$ cat config.mk
export PLATFORM = sky130hd
export DESIGN_NAME = cv32e40p_rf_recovery_seq_flat
export DESIGN_NICKNAME = d
export VERILOG_FILES = /design/src/rtl/cv32e40p_rf_recovery_seq_if.sv /design/src/rtl/cv32e40p_rf_recovery_seq.sv /design/src/flat_wrapper.sv
export SDC_FILE = /design/constraint.sdc
export NUM_CORES = 1
export LEC_CHECK = 0
export CAP_MARGIN = 30
export CORE_AREA = 2 2 62 64
export DETAILED_ROUTE_END_ITERATION = 6
export DIE_AREA = 0 0 64 66
export DONT_BUFFER_PORTS = 1
export GPL_ROUTABILITY_DRIVEN = 0
export SYNTH_ARGS = -nofsm -noshare
export SYNTH_HDL_FRONTEND = slang
export SYNTH_SLANG_ARGS = --single-unit
$ cat constraint.sdc
create_clock -name clk_i -period 1.6 [get_ports clk_i]
set_clock_uncertainty 0.05 [all_clocks]
set_input_delay 0.24 -clock clk_i [delete_from_list [all_inputs] [get_ports clk_i]]
set_output_delay 0.24 -clock clk_i [all_outputs]
set_load 0.01 [all_outputs]
$ cat src/rtl/cv32e40p_rf_recovery_seq_if.sv
// Register-file bus between the recovery sequencer (master) and the backup/core
// register files (slave). Signal names keep the sequencer's own port direction suffixes.
interface cv32e40p_rf_recovery_seq_if #(
    parameter int NUM_PORTS  = 2,
    parameter int ADDR_WIDTH = 6,
    parameter int DATA_WIDTH = 32
) ();
    logic                             regfile_backup_o;
    logic [NUM_PORTS*ADDR_WIDTH-1:0]  regfile_raddr_o;
    logic [NUM_PORTS*DATA_WIDTH-1:0]  regfile_rdata_i;
    logic [NUM_PORTS-1:0]             regfile_we_o;
    logic [NUM_PORTS*ADDR_WIDTH-1:0]  regfile_waddr_o;
    logic [NUM_PORTS*DATA_WIDTH-1:0]  regfile_wdata_o;

    modport master (
        output regfile_backup_o,
        output regfile_raddr_o,
        input  regfile_rdata_i,
        output regfile_we_o,
        output regfile_waddr_o,
        output regfile_wdata_o
    );

    modport slave (
        input  regfile_backup_o,
        input  regfile_raddr_o,
        output regfile_rdata_i,
        input  regfile_we_o,
        input  regfile_waddr_o,
        input  regfile_wdata_o
    );
endinterface

$ cat src/rtl/cv32e40p_rf_recovery_seq.sv
// Copies the backup register file into the core register file, NUM_PORTS registers per
// cycle, with writes trailing reads by one cycle while the core is held via busy_o.
module cv32e40p_rf_recovery_seq #(
    parameter int NUM_PORTS  = 2,
    parameter int ADDR_WIDTH = 6,
    parameter int DATA_WIDTH = 32,
    parameter int NUM_REGS   = 32,
    parameter int START_ADDR = 1
) (
    input  logic                       clk_i,
    input  logic                       rst_i,
    input  logic                       recover_req_i,
    cv32e40p_rf_recovery_seq_if.master rf,
    output logic                       busy_o,
    output logic                       done_o
);
    // One spare bit so base+lane never wraps before the end-of-file compare.
    localparam int BASE_W = ADDR_WIDTH + 1;

    typedef enum logic [1:0] {
        S_IDLE,
        S_RUN,
        S_DRAIN,
        S_DONE
    } state_e;

    state_e                          r_state;
    state_e                          w_state_nxt;
    logic [BASE_W-1:0]               r_base;
    logic [BASE_W-1:0]               w_base_nxt;
    logic                            w_run;
    logic [NUM_PORTS-1:0]            w_lane_valid;
    logic [NUM_PORTS*ADDR_WIDTH-1:0] w_raddr;
    logic [NUM_PORTS-1:0]            r_we;
    logic [NUM_PORTS*ADDR_WIDTH-1:0] r_waddr;
    logic [NUM_PORTS*DATA_WIDTH-1:0] w_wdata;

    assign w_run = (r_state == S_RUN);

    // NOTE: every signal written here gets a default first, so no path leaves it unassigned and no latch is inferred.
    always_comb begin
        w_lane_valid = '0;
        w_raddr      = '0;
        for (int p = 0; p < NUM_PORTS; p++) begin
            if (w_run && (32'(r_base) + 32'(p) < 32'(NUM_REGS))) begin
                w_lane_valid[p]                   = 1'b1;
                w_raddr[p*ADDR_WIDTH +: ADDR_WIDTH] = ADDR_WIDTH'(32'(r_base) + 32'(p));
            end
        end
    end

    always_comb begin
        w_state_nxt = r_state;
        w_base_nxt  = r_base;
        case (r_state)
            S_IDLE: begin
                if (recover_req_i) begin
                    w_state_nxt = S_RUN;
                    w_base_nxt  = BASE_W'(START_ADDR);
                end
            end
            S_RUN: begin
                w_base_nxt = r_base + BASE_W'(NUM_PORTS);
                if (32'(r_base) + 32'(NUM_PORTS) >= 32'(NUM_REGS)) begin
                    w_state_nxt = S_DRAIN;
                end
            end
            S_DRAIN: w_state_nxt = S_DONE;
            S_DONE:  w_state_nxt = S_IDLE;
            default: w_state_nxt = S_IDLE;
        endcase
    end

    // NOTE: registered state uses non-blocking assignments so every flop samples pre-edge values.
    always_ff @(posedge clk_i or posedge rst_i) begin
        if (rst_i) begin
            r_state <= S_IDLE;
            r_base  <= '0;
            r_we    <= '0;
            r_waddr <= '0;
        end else begin
            r_state <= w_state_nxt;
            r_base  <= w_base_nxt;
            r_we    <= w_lane_valid;
            r_waddr <= w_raddr;
        end
    end

    // Backup data arrives the cycle after the read, exactly when its write slot opens.
    always_comb begin
        w_wdata = '0;
        for (int p = 0; p < NUM_PORTS; p++) begin
            if (r_we[p]) begin
                w_wdata[p*DATA_WIDTH +: DATA_WIDTH] = rf.regfile_rdata_i[p*DATA_WIDTH +: DATA_WIDTH];
            end
        end
    end

    assign rf.regfile_backup_o = w_run;
    assign rf.regfile_raddr_o  = w_raddr;
    assign rf.regfile_we_o     = r_we;
    assign rf.regfile_waddr_o  = r_waddr;
    assign rf.regfile_wdata_o  = w_wdata;
    assign busy_o              = (r_state != S_IDLE);
    assign done_o              = (r_state == S_DONE);
endmodule

$ cat src/flat_wrapper.sv
// flat-port wrapper written by rule: the top's interface ports become plain ports
module cv32e40p_rf_recovery_seq_flat 
#(
    parameter int NUM_PORTS  = 2,
    parameter int ADDR_WIDTH = 6,
    parameter int DATA_WIDTH = 32,
    parameter int NUM_REGS   = 32,
    parameter int START_ADDR = 1
)
  (clk_i, rst_i, recover_req_i, busy_o, done_o, rf_regfile_backup_o, rf_regfile_raddr_o, rf_regfile_rdata_i, rf_regfile_we_o, rf_regfile_waddr_o, rf_regfile_wdata_o);
  cv32e40p_rf_recovery_seq_if #(.NUM_PORTS(NUM_PORTS), .ADDR_WIDTH(ADDR_WIDTH), .DATA_WIDTH(DATA_WIDTH)) rf_i ();
  input  logic clk_i;
  input  logic rst_i;
  input  logic recover_req_i;
  output logic busy_o;
  output logic done_o;
  output wire logic [$bits(rf_i.regfile_backup_o)-1:0] rf_regfile_backup_o;
  output wire logic [$bits(rf_i.regfile_raddr_o)-1:0] rf_regfile_raddr_o;
  input wire logic [$bits(rf_i.regfile_rdata_i)-1:0] rf_regfile_rdata_i;
  output wire logic [$bits(rf_i.regfile_we_o)-1:0] rf_regfile_we_o;
  output wire logic [$bits(rf_i.regfile_waddr_o)-1:0] rf_regfile_waddr_o;
  output wire logic [$bits(rf_i.regfile_wdata_o)-1:0] rf_regfile_wdata_o;
  assign rf_regfile_backup_o = rf_i.regfile_backup_o;
  assign rf_regfile_raddr_o = rf_i.regfile_raddr_o;
  assign rf_i.regfile_rdata_i = rf_regfile_rdata_i;
  assign rf_regfile_we_o = rf_i.regfile_we_o;
  assign rf_regfile_waddr_o = rf_i.regfile_waddr_o;
  assign rf_regfile_wdata_o = rf_i.regfile_wdata_o;
  cv32e40p_rf_recovery_seq #(.NUM_PORTS(NUM_PORTS), .ADDR_WIDTH(ADDR_WIDTH), .DATA_WIDTH(DATA_WIDTH), .NUM_REGS(NUM_REGS), .START_ADDR(START_ADDR)) u_core (.clk_i(clk_i), .rst_i(rst_i), .recover_req_i(recover_req_i), .rf(rf_i), .busy_o(busy_o), .done_o(done_o));
endmodule
Word level (Yosys, flattened, before mapping)
Cells that the tools add are included.
Operators by class
  add/sub/neg operators: 3
  magnitude comparators: 3
  eq/ne operators: 5
  multiplexer cells: 11
  reductions and logical operators: 7
Operators with widths (count)
  2-to-1 mux 32 bit: 2
  greater-or-equal comparator 32 x 6 -> 1 bit (second input constant): 1
  < comparator 32 x 6 -> 1 bit (second input constant): 1
  one-hot mux 7 bit (2 select lines): 1
  2-to-1 mux 6 bit: 2
  adder 7 x 1 -> 8 bit (second input constant): 1
  adder 7 x 2 -> 8 bit (second input constant): 1
  one-hot mux 2 bit (4 select lines): 1
  adder 7 x 2 -> 7 bit (second input constant): 1
  < comparator 7 x 6 -> 1 bit (second input constant): 1
  2-to-1 mux 7 bit: 1
  equality test 2 bit (second input constant): 2
  2-to-1 mux 2 bit: 2
  inequality test 2 bit (second input constant): 2
  AND reduction 2 bit: 2
  nonzero test 2 bit: 2
  equality test 2 x 1 -> 1 bit (second input constant): 1
  logical AND 1 bit: 2
  zero test 2 bit: 1
  2-to-1 mux 1 bit: 2
Word-level totals
  register bits after elaboration: 23

Depth between registers and ports, before layout
Gate-level depths: netlist of run 1.
  depth after elaboration: 4
  depth in mapped cells: 7

Least setup slack after synthesis of run 1
No wires, ideal clock.
  kind: register -> register
  from: register u_core.r_state[1]
  to: register u_core.r_state[1]
  data arrival time: 1.634 ns
  required time: 1.425 ns
  setup slack: -0.209 ns
  stages on the path, launching flop included: 8
  path through: dfrtp_1 inv_1 ha_1 buf_4 and2b_2 nand2b_1 o211a_1 mux2_4
Between the ends
  word-level cells in the longest chain between the ends: 3
RTL lines
  from (decl): RTL line cv32e40p_rf_recovery_seq.sv:27  | state_e r_state;
  from (signal assigned): RTL line cv32e40p_rf_recovery_seq.sv:82  | r_state <= w_state_nxt;
  equality test 2 x 1 -> 1 bit *
  via rf_regfile_backup_o: RTL line flat_wrapper.sv:17  | output wire logic [$bits(rf_i.regfile_backup_o)-1:0] rf_regfile_backup_o;
  inequality test 2 bit (no line)
  AND reduction 2 bit (no line)
The timed path passes the listed nets; every way through them passes the cells marked *.
A chain may end at the register's enable or synchronous reset.

Worst setup path after layout of run 1
  from: register u_core.r_base[1]
  to: output port rf_regfile_raddr_o[8]
Between the ends
  word-level cells in the longest chain between the ends: 4
RTL lines
  from (decl): RTL line cv32e40p_rf_recovery_seq.sv:29  | logic [BASE_W-1:0] r_base;
  from (signal assigned): RTL line cv32e40p_rf_recovery_seq.sv:83  | r_base <= w_base_nxt;
  adder 7 x 1 -> 8 bit *: RTL line cv32e40p_rf_recovery_seq.sv:45  | if (w_run && (32'(r_base) + 32'(p) < 32'(NUM_REGS))) begin
  < comparator 32 x 6 -> 1 bit: RTL line cv32e40p_rf_recovery_seq.sv:45
  logical AND 1 bit: RTL line cv32e40p_rf_recovery_seq.sv:45
  2-to-1 mux 6 bit *: RTL line cv32e40p_rf_recovery_seq.sv:45
  to (decl): RTL line flat_wrapper.sv:18  | output wire logic [$bits(rf_i.regfile_raddr_o)-1:0] rf_regfile_raddr_o;
Every way passes the cells marked *; elsewhere a longest branch is shown, timed or not.

==> flow_summary_export.csv, run 1 <==
group,metric,value,unit
run_status,status,"finished with violations",
run_status,violations,"setup timing",
global_routing,grt-ovfl-total,0,
cells_and_area,final_common_cell,"and2_1",
cells_and_area,nets,296,
route,drtIter0Drc,35,
cells_and_area,fillers,282,
synthesis,yosysTopAreaCellShare,34.72,%
clocking,clock_path_buffers,2,
setup_path,r2r_slack,-0.24,ns
clocking,path_clk_slew,0.14,ns
synthesis,syn-mean-instance-area,8.546,um^2
power_and_ir_drop,p_per_area,1844,nW/um^2
hold_path,hold_start,"recover_req_i",
cells_and_area,syn2layout_area_growth,34.42,%
sta,setup_viol,13,
sta,hold_viol,0,
hold_path,hold_class,"input pin to flip-flop",
power_and_ir_drop,power.share.sequential,26.0,%
sta,finalWorstSetupSlack,-0.2922,ns
route,final_antenna_net_count,0,
power_and_ir_drop,internal-power,0.002198,W
sta,maxSlewViolCount,0,
setup_path,worst_path_most_repeated_cell,"buf_4",
route,via_per_inst,5.366,
setup_path,path_cells,"ha_4 -> buf_4 -> xnor2_1 -> a211oi_2 -> buf_4",
synthesis,synth_area_leaders,"dfrtp_1 35%, and2_1 26%, ha_1 6.0%",
setup_path,endpoint_kind,"primary output",
sta,fin_crit,1.892,ns
cells_and_area,n_antenna_cell,0,
cells_and_area,layout-drive-gt1-share,37.73,%
hold_path,hold_end,"u_core.r_base[4]$_DFFE_PP0P_",
hold_path,min_delay_path_depth,2,
cells_and_area,mostFrequentLayoutCells,"64 x and2_1, 23 x buf_4, 19 x dfrtp_1",
setup_path,crit_slowest_cell,"dfrtp_2",
setup_path,crit_required,1.31,ns
setup_path,slowest_delay,0.49,ns
setup_path,path_delay_family,"flip-flops",
clocking,clk_latency,0.32,ns
synthesis,syn_area,1658,um^2
global_routing,grt_pass1_wl,7314,um
cells_and_area,stdcell_count,268,
clocking,numCtsBuffers,3,
route,wl_per_cell,19.17,um
sta,fin_setup_tns,-2.926,ns
power_and_ir_drop,clkPwrFrac,6.9,%
flow_run,max-cap-violations,0,
synthesis,netlist-cell-type-count,36,
route,dr.pass1.iters,2,
placement,portBuffers,0,
setup_path,ff2ff_path_depth,7,
power_and_ir_drop,p_leak,0.9883,nW
clocking,cts_root_buffer,"clkbuf_4",
setup_path,r2r-end,"u_core.r_state[1]$_DFFE_PP0P_",
sta,min_period_over_period,118.3,%
floorplan,die_width,64,um
synthesis,yosysSeqAreaShare,34.72,%
synthesis,synth-seq-cells,23,
floorplan,die_y,66,um
setup_path,r2r-start,"u_core.r_base[1]$_DFFE_PP0P_",
floorplan,ios,160,
power_and_ir_drop,peakVddDrop,1044,uV
setup_path,arrival,1.60,ns
setup_path,cp_max_fo,4,
power_and_ir_drop,p_sw_share,46.53,%
global_routing,grt_max_degree,34,
synthesis,yosysWarnings,0,
placement,hpwl,4021,um
floorplan,coreArea,3551,um^2
route,wirelength,5138,um
synthesis,synth_top_area_cell,"dfrtp_1",
power_and_ir_drop,switching_power,0.001912,W
global_routing,grt_usage,22.94,%
clocking,clock_sinks,23,
clocking,cts_tree,"built",
setup_path,path_buf_inv,2,
floorplan,start_util,46.69,%
floorplan,row_count,22,
route,drcViolationCount,0,
placement,placed_cells,250,
route,vias,1438,
setup_path,startpoint_type,"flip-flop",
floorplan,die-area,4224,um^2
power_and_ir_drop,p_comb_share,67.2,%
global_routing,grt_pass1_vias,1357,
setup_path,path_class,"flip-flop to primary output",
cells_and_area,fin_util,62.76,%
sta,fmax,528.5,MHz
clocking,htreeDepth,1,
sta,rsz0062_at_grt,"true",
placement,place_ws,-0.004433,ns
synthesis,netlist_instances,194,
global_routing,antenna_found_initial,0,
cell type report:
type                    instances  area [um^2]  area share, %
repair buffers                 36        335.3          15.05
multi-input cells             151         1195          53.62
well taps                      48        60.06          2.695
inverters                       6        30.03          1.348
clock inverters                 1        5.005         0.2246
flip-flops and latches         23        580.6          26.05
clock buffers                   3        22.52          1.011
power groups by stage:
stage               Clock, W  Sequential [W]  Combinational [W]
floorplan                  0        0.000976            0.00150
global placement           0         0.00103            0.00199
detailed placement         0         0.00105            0.00203
CTS                 0.000295         0.00106            0.00250
global route        0.000315         0.00109            0.00298
finish              0.000282         0.00107            0.00276
per-layer routing:
layer  up-vias  routed length [um]  GRT usage, %
met5         -                   0             0
met4         0                  19         4.076
met3         4                 619         11.75
met2        74                2556         38.54
met1       687                1942         26.34
li1        673                   -             -
worst register-to-register path, stage by stage, from the launching register on:
cell     delay, ns
dfrtp_2       0.49
ha_4          0.20
buf_4         0.13
buf_6         0.11
and3_4        0.18
nand4_2       0.09
o211a_1       0.19
mux2_4        0.30
cells in the mapped netlist:
library cell,count
o21ai_0,9
and2b_2,1
nand4_2,1
buf_4,4
nand2b_1,4
or3_1,1
and3_1,1
a22oi_1,1
and2_1,69
mux2_4,1
a21o_1,1
a211oi_1,1
o32a_2,1
conb_1,1
nor2_1,8
nor3b_1,1
buf_6,2
a21oi_1,4
inv_1,6
nand3_1,7
o221ai_1,1
xor2_1,1
mux2i_1,3
a31oi_1,2
nor2b_1,1
ha_1,8
nand4_1,1
mux2_2,1
nand2_1,12
a32oi_1,2
xnor2_1,2
clkbuf_1,9
o211a_1,1
dfrtp_1,23
buf_2,2
nand4b_1,1
what timing repair did:
item	CTS	global route
buffers inserted	8	6
endpoints found under the setup margin	45	17
endpoints found under the hold margin	23	0
hold buffers	1	0
pin swaps	13	10
resized for setup	41	22
cell families (layout without fill, tap and decap cells):
logic type                 count (synthesis)  count (layout)  share of synthesized area, %
buffers and inverters                     23              46                         7.170
muxes                                      5               5                         3.396
and+or+nand+nor                          108             108                         37.96
other                                      1               4                        0.2262
xor gates and xnor gates                   3               3                         1.585
AOI/OAI and AO/OA                         23              23                         8.906
adders and majority gates                  8               8                         6.038
DFF                                       23              23                         34.72
registers in the layout, summed over array words and instances, names as in the netlist:
name                       flops
u_core.r_state                 2
u_core.rf.regfile_we_o         2
u_core.r_base                  7
u_core.rf.regfile_waddr_o     12
metrics by stage:
stage	cell area, um^2	hold slack [ns]	power (W)
6_report	2228	0.03254	0.004110
5_1_grt	2228	0.03635	0.004392
4_1_cts	2105	0.03325	0.003849
3_5_place_dp	1851	0.1440	0.003076
3_3_place_gp	1851	0.1402	0.003018
2_1_floorplan	1713	0.1919	0.002478
how the worst max path moves through the flow:
| stage | to | start | depth (start not counted) |
|---|---|---|---|
| global route | rf_regfile_raddr_o[8] | u_core.r_base[1]$_DFFE_PP0P_ | 5 |
| global placement | u_core.r_state[1]$_DFFE_PP0P_ | u_core.r_base[1]$_DFFE_PP0P_ | 5 |
| floorplan | u_core.r_state[1]$_DFFE_PP0P_ | u_core.r_state[1]$_DFFE_PP0P_ | 7 |
| CTS | rf_regfile_raddr_o[8] | u_core.r_base[1]$_DFFE_PP0P_ | 5 |
| finish | rf_regfile_raddr_o[8] | u_core.r_base[1]$_DFFE_PP0P_ | 5 |
| detailed placement | rf_regfile_raddr_o[7] | u_core.r_base[1]$_DFFE_PP0P_ | 6 |
Power figures use the tool's default switching activity.
==> run 2: changes to the inputs <==
--- a/config.mk
+++ b/config.mk
@@ -7,2 +7,3 @@
 export LEC_CHECK = 0
+export ABC_AREA = 0
 export CAP_MARGIN = 30
@@ -13,2 +14,3 @@
 export GPL_ROUTABILITY_DRIVEN = 0
+export PLACE_DENSITY = 0.73
 export SYNTH_ARGS = -nofsm -noshare
--- a/constraint.sdc
+++ b/constraint.sdc
@@ -4,2 +4,2 @@
 set_output_delay 0.24 -clock clk_i [all_outputs]
-set_load 0.01 [all_outputs]
+set_load 0.02 [all_outputs]
==> run 2 against run 1 <==
  * The flow still finishes with violations (setup timing)
  * Worst setup slack lost 0.031 ns
  * Combinational power rose by 18%
  * Total power increased by 12%
  * Critical path depth shrank 1
  * Flip-flop and latch count is the same
  * Sequential power is essentially flat
  * Wire length grew 11%
  * Design area hardly changed
  * Register-to-register slack about the same
  * Core utilization barely moved
==> flow_summary_export.csv, run 2 (synthesis gave the netlist of run 1 again) <==
group,metric,value,unit
run_status,status,"finished with violations",
run_status,violations,"setup timing",
power_and_ir_drop,peakVddDrop,1028,uV
power_and_ir_drop,p_comb_share,70.6,%
route,wl_per_cell,20.62,um
placement,hpwl,4294,um
power_and_ir_drop,switching_power,0.002347,W
global_routing,grt_pass1_wl,7955,um
hold_path,hold_class,"input pin to flip-flop",
route,vias,1512,
setup_path,crit_required,1.31,ns
power_and_ir_drop,power.share.sequential,23.5,%
route,drtIter0Drc,65,
power_and_ir_drop,p_leak,0.9993,nW
floorplan,ios,160,
setup_path,startpoint_type,"flip-flop",
clocking,clock_sinks,23,
sta,hold_viol,0,
sta,fin_setup_tns,-3.208,ns
clocking,cts_tree,"built",
flow_run,max-cap-violations,0,
sta,fin_crit,1.923,ns
clocking,htreeDepth,1,
route,drcViolationCount,0,
placement,portBuffers,0,
clocking,clk_latency,0.31,ns
cells_and_area,final_common_cell,"and2_1",
floorplan,die_width,64,um
cells_and_area,nets,301,
cells_and_area,stdcell_area,2227,um^2
clocking,cts_root_buffer,"clkbuf_4",
clocking,numCtsBuffers,3,
cells_and_area,syn2layout_area_growth,34.34,%
sta,min_period_over_period,120.2,%
sta,finalWorstSetupSlack,-0.3231,ns
route,final_antenna_net_count,0,
global_routing,antenna_found_initial,3,
floorplan,die_y,66,um
power_and_ir_drop,p_sw_share,50.98,%
floorplan,row_count,22,
global_routing,grt_pass1_vias,1413,
floorplan,die-area,4224,um^2
setup_path,path_class,"flip-flop to primary output",
clocking,clock_path_buffers,2,
clocking,path_clk_slew,0.13,ns
cells_and_area,ff_latch_area,578.1,um^2
sta,setup_viol,16,
floorplan,coreArea,3551,um^2
sta,maxSlewViolCount,0,
cells_and_area,multiInputGateArea,1164,um^2
setup_path,arrival,1.63,ns
placement,place_area,1921,um^2
cells_and_area,layout-drive-gt1-share,35.56,%
route,dr.pass1.iters,5,
global_routing,grt_max_degree,34,
global_routing,busiest_layer,"met2",
power_and_ir_drop,clkPwrFrac,5.9,%
setup_path,cp_max_fo,3,
global_routing,grt_use_met2,38.54,%
global_routing,met3_usage,10.05,%
global_routing,grt_use_met1,33.55,%
cells_and_area,fillers,281,
power_and_ir_drop,internal-power,0.002256,W
setup_path,endpoint_kind,"primary output",
sta,rsz0062_at_grt,"true",
route,via_per_inst,5.458,
sta,fmax,520.0,MHz
cells_and_area,largest_reg_flops,12,
global_routing,grt-ovfl-total,0,
route,wirelength,5713,um
global_routing,grt_usage,24.94,%
floorplan,start_util,46.69,%
cells_and_area,mostFrequentLayoutCells,"64 x and2_1, 27 x buf_4, 21 x dfrtp_1",
power_and_ir_drop,p_per_area,2067,nW/um^2
-- run 2: critical path, cell delays in order, from the launching register on --
cell      delay [ns]
dfrtp_2         0.47
ha_4            0.19
nand4_1         0.13
nand2b_1        0.12
a211oi_4        0.40
-- run 2: repair_timing --
action,in CTS,in global routing
setup endpoints to repair,12,20
resized for setup,25,23
endpoints found under the hold margin,23,0
cloned,0,0
hold buffers,1,0
setup buffers,11,3
pin swaps,10,7
-- run 2: power groups by stage --
| stage | registers, W | clock network (W) | logic (W) |
|---|---|---|---|
| floorplan | 0.00105 | 0 | 0.00195 |
| global placement | 0.00105 | 0 | 0.00253 |
| detailed placement | 0.00106 | 0 | 0.00255 |
| CTS | 0.00106 | 0.000280 | 0.00297 |
| global route | 0.00110 | 0.000307 | 0.00347 |
| finish | 0.00108 | 0.000274 | 0.00325 |
-- run 2: cell type report --
type                            instances  area share [%]
Timing Repair Buffer                   41           16.12
Clock buffer                            4           1.180
Inverter                                6           1.348
Tap cell                               48           2.697
Multi-Input combinational cell        151           52.25
Sequential cell                        23           25.95
Antenna cell                            4          0.4494
-- run 2: path summary, 6_finish.rpt --
path                                                from                                      to  slack [ns]  cells past startpoint
max reg2reg                u_core.r_state[1]$_DFFE_PP0P_           u_core.r_state[1]$_DFFE_PP0P_       -0.23                      7
min reg2reg                 u_core.r_base[4]$_DFFE_PP0P_  u_core.rf.regfile_waddr_o[4]$_DFF_PP0_        0.69                      1
min                                        recover_req_i            u_core.r_base[2]$_DFFE_PP0P_        0.05                      2
max                         u_core.r_base[1]$_DFFE_PP0P_                   rf_regfile_raddr_o[8]       -0.32                      4
max in group asynchronous                          rst_i            u_core.r_base[4]$_DFFE_PP0P_        0.89                      3
min in group asynchronous                          rst_i  u_core.rf.regfile_waddr_o[0]$_DFF_PP0_        0.36                      3
-- run 2: routing by layer --
metal | up-vias | wire length, um
met2 | 81 | 2740
met4 | 0 | 46
li1 | 685 | -
met1 | 739 | 2367
met3 | 7 | 558
met5 | - | 0
-- run 2: per-stage QoR --
step / hold WS [ns] / total power, W / cells / util [%] / worst slack (ns)
2_1_floorplan: 0.1919 / 0.003001 / 197 / - / -0.1212
3_3_place_gp: 0.1418 / 0.003578 / 255 / 54.09 / 0.009133
3_5_place_dp: 0.1508 / 0.003617 / 255 / 54.09 / -0.01947
4_1_cts: 0.04228 / 0.004308 / 271 / 59.90 / -0.3161
5_1_grt: 0.06100 / 0.004868 / 274 / 62.51 / -0.3899
6_report: 0.05064 / 0.004603 / 277 / 62.72 / -0.3231
